[src/rtl/pe_pkg.sv]
// Shared definitions for the systolic PE row: command codes understood by
// the PEs and the sequencer state encoding.
package pe_pkg;

    localparam int unsigned CMD_RESET         = 0;
    localparam int unsigned CMD_TRIGGER       = 1;
    localparam int unsigned CMD_TRIGGER_LAST  = 2;
    localparam int unsigned CMD_LOAD_DATA     = 5;
    localparam int unsigned CMD_SET_CONV_MODE = 6;
    localparam int unsigned CMD_FORWARD       = 8;
    localparam int unsigned CMD_TRIGGER_BN    = 17;

    typedef enum logic [2:0] {
        IDLE,
        CLR,
        CFG,
        PRE,
        STREAM,
        FLUSH,
        DRAIN,
        DONE
    } seq_state_e;

endpackage

[src/rtl/pe_seq_ctrl.sv]
// Sequences one dot-product job through a systolic row of FP MAC PEs:
// setup commands, operand streaming, skew flush, accumulator drain.
module pe_seq_ctrl
    import pe_pkg::*;
#(
    parameter int ACLEN         = 8,
    parameter int DATA_WIDTH    = 32,
    parameter int NUM_PE        = 4,
    parameter int MIN_DRAIN     = 16,
    parameter int DRAIN_TIMEOUT = 1024
) (
    input  logic                  clk_i,
    input  logic                  rst,
    input  logic                  job_valid,
    output logic                  job_ready,
    input  logic [15:0]           job_len,
    input  logic                  job_preload,
    input  logic [DATA_WIDTH-1:0] job_preload_val,
    input  logic                  abort_i,
    input  logic                  op_valid,
    output logic                  op_ready,
    input  logic [DATA_WIDTH-1:0] op_data,
    input  logic [DATA_WIDTH-1:0] op_weight,
    output logic                  pe_cmd_valid,
    output logic [ACLEN:0]        pe_cmd,
    output logic [DATA_WIDTH-1:0] pe_param_1,
    output logic [DATA_WIDTH-1:0] pe_param_2,
    output logic [DATA_WIDTH-1:0] pe_preload_data,
    output logic [DATA_WIDTH-1:0] pe_data_o,
    output logic [DATA_WIDTH-1:0] pe_weight_o,
    input  logic [NUM_PE-1:0]     pe_busy_i,
    output logic                  done_o,
    output logic                  timeout_err,
    output logic [2:0]            state_o
);

    localparam int CW  = ACLEN + 1;
    localparam int FCW = (NUM_PE > 2) ? $clog2(NUM_PE) : 1;
    localparam int DCW = $clog2(DRAIN_TIMEOUT) + 1;

    seq_state_e            state_q, state_d;
    logic [15:0]           cnt_q, cnt_d;
    logic [15:0]           len_q, len_d;
    logic                  pre_q, pre_d;
    logic [DATA_WIDTH-1:0] val_q, val_d;
    logic [FCW-1:0]        fcnt_q, fcnt_d;
    logic [DCW-1:0]        dcnt_q, dcnt_d;
    logic                  cmd_valid_q, cmd_valid_d;
    logic [CW-1:0]         cmd_q, cmd_d;
    logic [DATA_WIDTH-1:0] param1_q, param1_d;
    logic [DATA_WIDTH-1:0] preload_q, preload_d;
    logic [DATA_WIDTH-1:0] data_q, data_d;
    logic [DATA_WIDTH-1:0] weight_q, weight_d;
    logic                  tmo_q, tmo_d;
    logic                  handshake;

    // Abort suppresses the operand handshake so no operand is lost mid-abort.
    assign job_ready       = (state_q == IDLE);
    assign op_ready        = (state_q == STREAM) && (cnt_q < len_q) && !abort_i;
    assign handshake       = op_valid && op_ready;
    assign done_o          = (state_q == DONE) && !abort_i;
    assign timeout_err     = tmo_q;
    assign state_o         = state_q;
    assign pe_cmd_valid    = cmd_valid_q;
    assign pe_cmd          = cmd_q;
    assign pe_param_1      = param1_q;
    assign pe_param_2      = '0;
    assign pe_preload_data = preload_q;
    assign pe_data_o       = data_q;
    assign pe_weight_o     = weight_q;

    always_ff @(posedge clk_i) begin
        if (rst) begin
            state_q     <= IDLE;
            cnt_q       <= '0;
            len_q       <= '0;
            pre_q       <= 1'b0;
            val_q       <= '0;
            fcnt_q      <= '0;
            dcnt_q      <= '0;
            cmd_valid_q <= 1'b0;
            cmd_q       <= '0;
            param1_q    <= '0;
            preload_q   <= '0;
            data_q      <= '0;
            weight_q    <= '0;
            tmo_q       <= 1'b0;
        end else begin
            state_q     <= state_d;
            cnt_q       <= cnt_d;
            len_q       <= len_d;
            pre_q       <= pre_d;
            val_q       <= val_d;
            fcnt_q      <= fcnt_d;
            dcnt_q      <= dcnt_d;
            cmd_valid_q <= cmd_valid_d;
            cmd_q       <= cmd_d;
            param1_q    <= param1_d;
            preload_q   <= preload_d;
            data_q      <= data_d;
            weight_q    <= weight_d;
            tmo_q       <= tmo_d;
        end
    end

    always_comb begin
        state_d     = state_q;
        cnt_d       = cnt_q;
        len_d       = len_q;
        pre_d       = pre_q;
        val_d       = val_q;
        fcnt_d      = fcnt_q;
        dcnt_d      = dcnt_q;
        cmd_valid_d = 1'b0;
        cmd_d       = cmd_q;
        param1_d    = param1_q;
        preload_d   = preload_q;
        data_d      = data_q;
        weight_d    = weight_q;
        tmo_d       = 1'b0;

        if (abort_i && (state_q != IDLE)) begin
            state_d     = IDLE;
            cmd_valid_d = 1'b1;
            cmd_d       = CW'(CMD_RESET);
        end else begin
            unique case (state_q)
                IDLE: begin
                    if (job_valid) begin
                        len_d   = job_len;
                        pre_d   = job_preload;
                        val_d   = job_preload_val;
                        cnt_d   = '0;
                        state_d = (job_len == 16'd0) ? DONE : CLR;
                    end
                end
                CLR: begin
                    cmd_valid_d = 1'b1;
                    cmd_d       = CW'(CMD_RESET);
                    state_d     = CFG;
                end
                CFG: begin
                    cmd_valid_d = 1'b1;
                    cmd_d       = CW'(CMD_SET_CONV_MODE);
                    param1_d    = DATA_WIDTH'(len_q);
                    state_d     = pre_q ? PRE : STREAM;
                end
                PRE: begin
                    cmd_valid_d = 1'b1;
                    cmd_d       = CW'(CMD_LOAD_DATA);
                    preload_d   = val_q;
                    state_d     = STREAM;
                end
                STREAM: begin
                    if (handshake) begin
                        cmd_valid_d = 1'b1;
                        data_d      = op_data;
                        weight_d    = op_weight;
                        cnt_d       = cnt_q + 16'd1;
                        if (cnt_q == len_q - 16'd1) begin
                            cmd_d   = CW'(CMD_TRIGGER_LAST);
                            fcnt_d  = '0;
                            dcnt_d  = '0;
                            state_d = (NUM_PE > 1) ? FLUSH : DRAIN;
                        end else begin
                            cmd_d = CW'(CMD_TRIGGER);
                        end
                    end
                end
                FLUSH: begin
                    // Zero operands push the skewed partial sums out of the row.
                    cmd_valid_d = 1'b1;
                    cmd_d       = CW'(CMD_FORWARD);
                    data_d      = '0;
                    weight_d    = '0;
                    fcnt_d      = fcnt_q + FCW'(1);
                    if (fcnt_q == FCW'(NUM_PE - 2)) begin
                        dcnt_d  = '0;
                        state_d = DRAIN;
                    end
                end
                DRAIN: begin
                    if ((dcnt_q >= DCW'(MIN_DRAIN)) && (pe_busy_i == '0)) begin
                        state_d = DONE;
                    end else if (dcnt_q == DCW'(DRAIN_TIMEOUT - 1)) begin
                        tmo_d       = 1'b1;
                        cmd_valid_d = 1'b1;
                        cmd_d       = CW'(CMD_RESET);
                        state_d     = IDLE;
                    end else begin
                        dcnt_d = dcnt_q + DCW'(1);
                    end
                end
                DONE: begin
                    state_d = IDLE;
                end
                default: begin
                    state_d = IDLE;
                end
            endcase
        end
    end

endmodule

[config.mk]
export PLATFORM = sky130hd
export DESIGN_NAME = pe_seq_ctrl
export DESIGN_NICKNAME = d
export VERILOG_FILES = /design/src/rtl/pe_pkg.sv /design/src/rtl/pe_seq_ctrl.sv
export SDC_FILE = /design/constraint.sdc
export NUM_CORES = 1
export LEC_CHECK = 0
export ABC_AREA = 1
export CORE_ASPECT_RATIO = 1.2
export CORE_MARGIN = 1.5
export CORE_UTILIZATION = 47
export CTS_CLUSTER_SIZE = 20
export DETAILED_ROUTE_END_ITERATION = 8
export HOLD_SLACK_MARGIN = 0.02
export PLACE_DENSITY_LB_ADDON = 0.1
export SKIP_CTS_REPAIR_TIMING = 1
export SYNTH_ARGS = -nofsm -noshare
export SYNTH_HDL_FRONTEND = slang
export SYNTH_SLANG_ARGS = --single-unit
export TNS_END_PERCENT = 20
[constraint.sdc]
create_clock -name clk_i -period 2.76 [get_ports clk_i]
set_input_delay 0.414 -clock clk_i [delete_from_list [all_inputs] [get_ports clk_i]]
set_output_delay 0.414 -clock clk_i [all_outputs]
set_load 0.05 [all_outputs]
==> results.json <==
{
  "finalHoldViolCount": 0,
  "hold_path.class": "in -> reg",
  "final_cells": 1754,
  "async_flop_share": 0,
  "cts_tree": "yes",
  "rsz0062_at_grt": "no",
  "synthCells": 1261,
  "clock-sinks": 199,
  "design.core.area_mm2": 0.01941,
  "numCtsBuffers": 17,
  "grt_start_max_net_pins": 71,
  "antenna_cells": 0,
  "fillers": 1790,
  "grt_pass1_wl_mm": 41.17,
  "cp-start-kind": "register",
  "cts-root-buf": "clkbuf_16",
  "cp_data_arrival_time_ns": 2.19,
  "finalSetupViolCount": 0,
  "yosys_warnings": 0,
  "crit_type": "reg -> out",
  "wl_per_cell_um": 14.86,
  "io_buffers": 245,
  "dr.pass1.iters": 5,
  "post-place-cells": 1722,
  "dp_hpwl_mm": 18.30,
  "num_io_pins": 299,
  "fmax_mhz": 384.3,
  "crit_path_max_incr_delay_ns": 0.42,
  "vdd_drop_max_uv": 591.9,
  "endpoint_kind": "output pin",
  "fin_skew_ns": 0.01484,
  "worst_skew_pair.late_latency_ns": 0.44,
  "path_delay_family": "simple AND/OR/NAND/NOR gates",
  "finalPower_mw": 10.97,
  "die_area_mm2": 0.02057,
  "ys_types": 39,
  "required_ns": 2.35,
  "drv_cap": 0,
  "ctsLongestPathBuffers": 2,
  "slew_headroom": 0.3451,
  "clk_pin_slew_ns": 0.08,
  "path_cells": "inv_1 > ha_1 > a21o_1 > nor2_1 > nand2_1 > nand2_1 > nand2_1 > nand2_1 > and2_1 > buf_12",
  "status": "complete, no violations",
  "p_int_mw": 6.230,
  "crit_path_top_delay_cell": "dfxtp_1",
  "drive_gt1_frac": 0.06162,
  "fin_crit_ns": 2.602,
  "synth_edf_count": 0,
  "ff2ff_setup_slack_ns": 0.30,
  "dieWidth_um": 131.2,
  "area_delta_synth_final_pct": 33.78,
  "vias": 8910,
  "slew_violations": 0,
  "syn_area_per_cell_um2": 7.349,
  "multi_input_area_mm2": 0.004478,
  "ff_latch_area_mm2": 0.003986,
  "drt_iter0_drc": 713,
  "crit_fanout": 4,
  "leakage_nw": 4.880,
  "tightest_slew_ns": 0.9787,
  "switching_share": 0.4323,
  "cts_max_level": 4,
  "powerDensity_mw_per_mm2": 885.1,
  "cpMostUsedCell": "nand2_1",
  "clockPowerShare": 0.241,
  "tns_ns": 0,
  "p_comb_frac": 0.432,
  "initial_core_util": 0.4775,
  "grt_pass1_vias": 8228,
  "grt_usage": 0.2463,
  "place_congestion": 0.8623,
  "drc": 0,
  "path_buf_inv": 2,
  "fp-row-count": 56,
  "syn_area_mm2": 0.009268,
  "antenna_found_initial": 0,
  "wirelength_mm": 26.06,
  "gr-total-overflow": 0,
  "viasPerCell": 5.080,
  "yosys_register_bits": 199,
  "timing.final.crit_share": 0.9428,
  "power_switching_mw": 4.744,
  "seq_power_share": 0.328,
  "synth_flop_cell": "dfxtp_1",
  "die_y_um": 156.8,
  "nNetsFinal": 1623,
  "ys_seq_area_frac": 0.4299,
  "antenna_left": 0
}
## Yosys cell counts, types with 10 or more instances
| cell | number | share of area |
|---|---|---|
| xnor2_1 | 10 | 0.0095 |
| buf_4 | 61 | 0.049 |
| xor2_1 | 22 | 0.021 |
| nand2_1 | 223 | 0.090 |
| o21ai_0 | 75 | 0.041 |
| clkbuf_1 | 49 | 0.020 |
| buf_2 | 11 | 0.0059 |
| nor2_1 | 154 | 0.062 |
| a21oi_1 | 159 | 0.086 |
| nand4_1 | 24 | 0.016 |
| inv_1 | 68 | 0.028 |
| nand3_1 | 121 | 0.065 |
| ha_1 | 21 | 0.028 |
| dfxtp_1 | 199 | 0.43 |
## stage by stage
| stage | util | hold slack (ns) | instance area [um^2] | worst slack (ns) |
|---|---|---|---|---|
| after floorplan | - | 0.4178 | 9463 | 0.4303 |
| after global placement | 0.6063 | 0.4313 | 11770 | 0.2239 |
| after detailed placement | 0.6063 | 0.4391 | 11770 | 0.1443 |
| after CTS | 0.6387 | 0.4069 | 12400 | 0.1008 |
| after global routing | 0.6388 | 0.4445 | 12400 | 0.006268 |
| final | 0.6388 | 0.4233 | 12400 | 0.1578 |
## kinds of logic after synthesis
group / count (synthesis) / share of synthesized area
simple gates: 564 / 0.2669
buf+inv: 200 / 0.1088
compound gates: 244 / 0.1354
other cells: 1 / 0.0004046
fa+ha+maj: 21 / 0.02835
xor+xnor: 32 / 0.03024
flops: 199 / 0.4299
## metal layers
metal	part of all wire	wire length [um]	up-vias	GRT usage
met2	0.51	13390	215	0.4384
met4	0.031	811	0	0.09898
met5	0	0	-	0
met1	0.41	10730	4172	0.2888
li1	-	-	4476	-
met3	0.044	1139	47	0.05313
## sequential cells by signal (all words and copies together) (netlist names)
register,count
pe_data_o,32
pe_preload_data,32
pe_weight_o,32
val_q,32
cnt_q,16
len_q,16
pe_param_1,16
dcnt_q,11
pe_cmd,4
state_o,3
fcnt_q,2
pe_cmd_valid,1
pre_q,1
timeout_err,1
## power groups by stage
stage | clock network, mW | logic (mW) | registers, mW
global route | 2.80 | 5.16 | 3.65
global placement | 0 | 4.68 | 3.65
detailed placement | 0 | 4.73 | 3.66
CTS | 2.69 | 4.74 | 3.60
floorplan | 0 | 2.52 | 4.48
finish | 2.64 | 4.74 | 3.60
## worst reg2reg max path: stages, from the launching register on
cell and delay (ns):
dfxtp_1 0.43, inv_1 0.09, nand2_1 0.09, nor2_1 0.09, inv_1 0.28, nor2_1 0.12
nor2_1 0.77, nand3_4 0.25, nand2_1 0.12, a21oi_1 0.07
## final timing paths
kind	startpoint	to	depth (start not counted)
setup / recovery	len_q[7]$_SDFFE_PP0P_	op_ready	10
hold / removal	rst	fcnt_q[0]$_SDFFE_PP0P_	4
setup reg to reg	state_o[0]$_SDFFE_PP0P_	dcnt_q[6]$_SDFFE_PP0P_	9
hold reg to reg	dcnt_q[10]$_SDFFE_PP0P_	dcnt_q[10]$_SDFFE_PP0P_	2
## layout by cell type, fill, tap and decap left out, drive strengths merged, types with 3 or more instances in the layout
| master | Yosys | routed |
|---|---|---|
| clkdlybuf4s50 | 0 | 241 |
| nand2 | 227 | 227 |
| dfxtp | 199 | 199 |
| a21oi | 160 | 160 |
| nor2 | 160 | 160 |
| nand3 | 124 | 124 |
| inv | 71 | 77 |
| o21ai | 75 | 75 |
| conb | 1 | 53 |
| buf | 75 | 34 |
| nand4 | 24 | 24 |
| xor2 | 22 | 22 |
| ha | 21 | 21 |
| clkbuf | 52 | 17 |
| xnor2 | 10 | 10 |
| nor3 | 9 | 9 |
| nor4 | 8 | 8 |
| clkinv | 2 | 8 |
| nand3b | 7 | 7 |
| a31oi | 3 | 3 |
## final cells by class
cell class,instances,share of cell area
tap,261,0.02634
inverter,73,0.02210
clock inverter,15,0.01635
multi-input combinational,914,0.3612
clock buffer,17,0.03431
timing repair buffer,275,0.2182
sequential,199,0.3215
(Power assumes the default switching activity.)
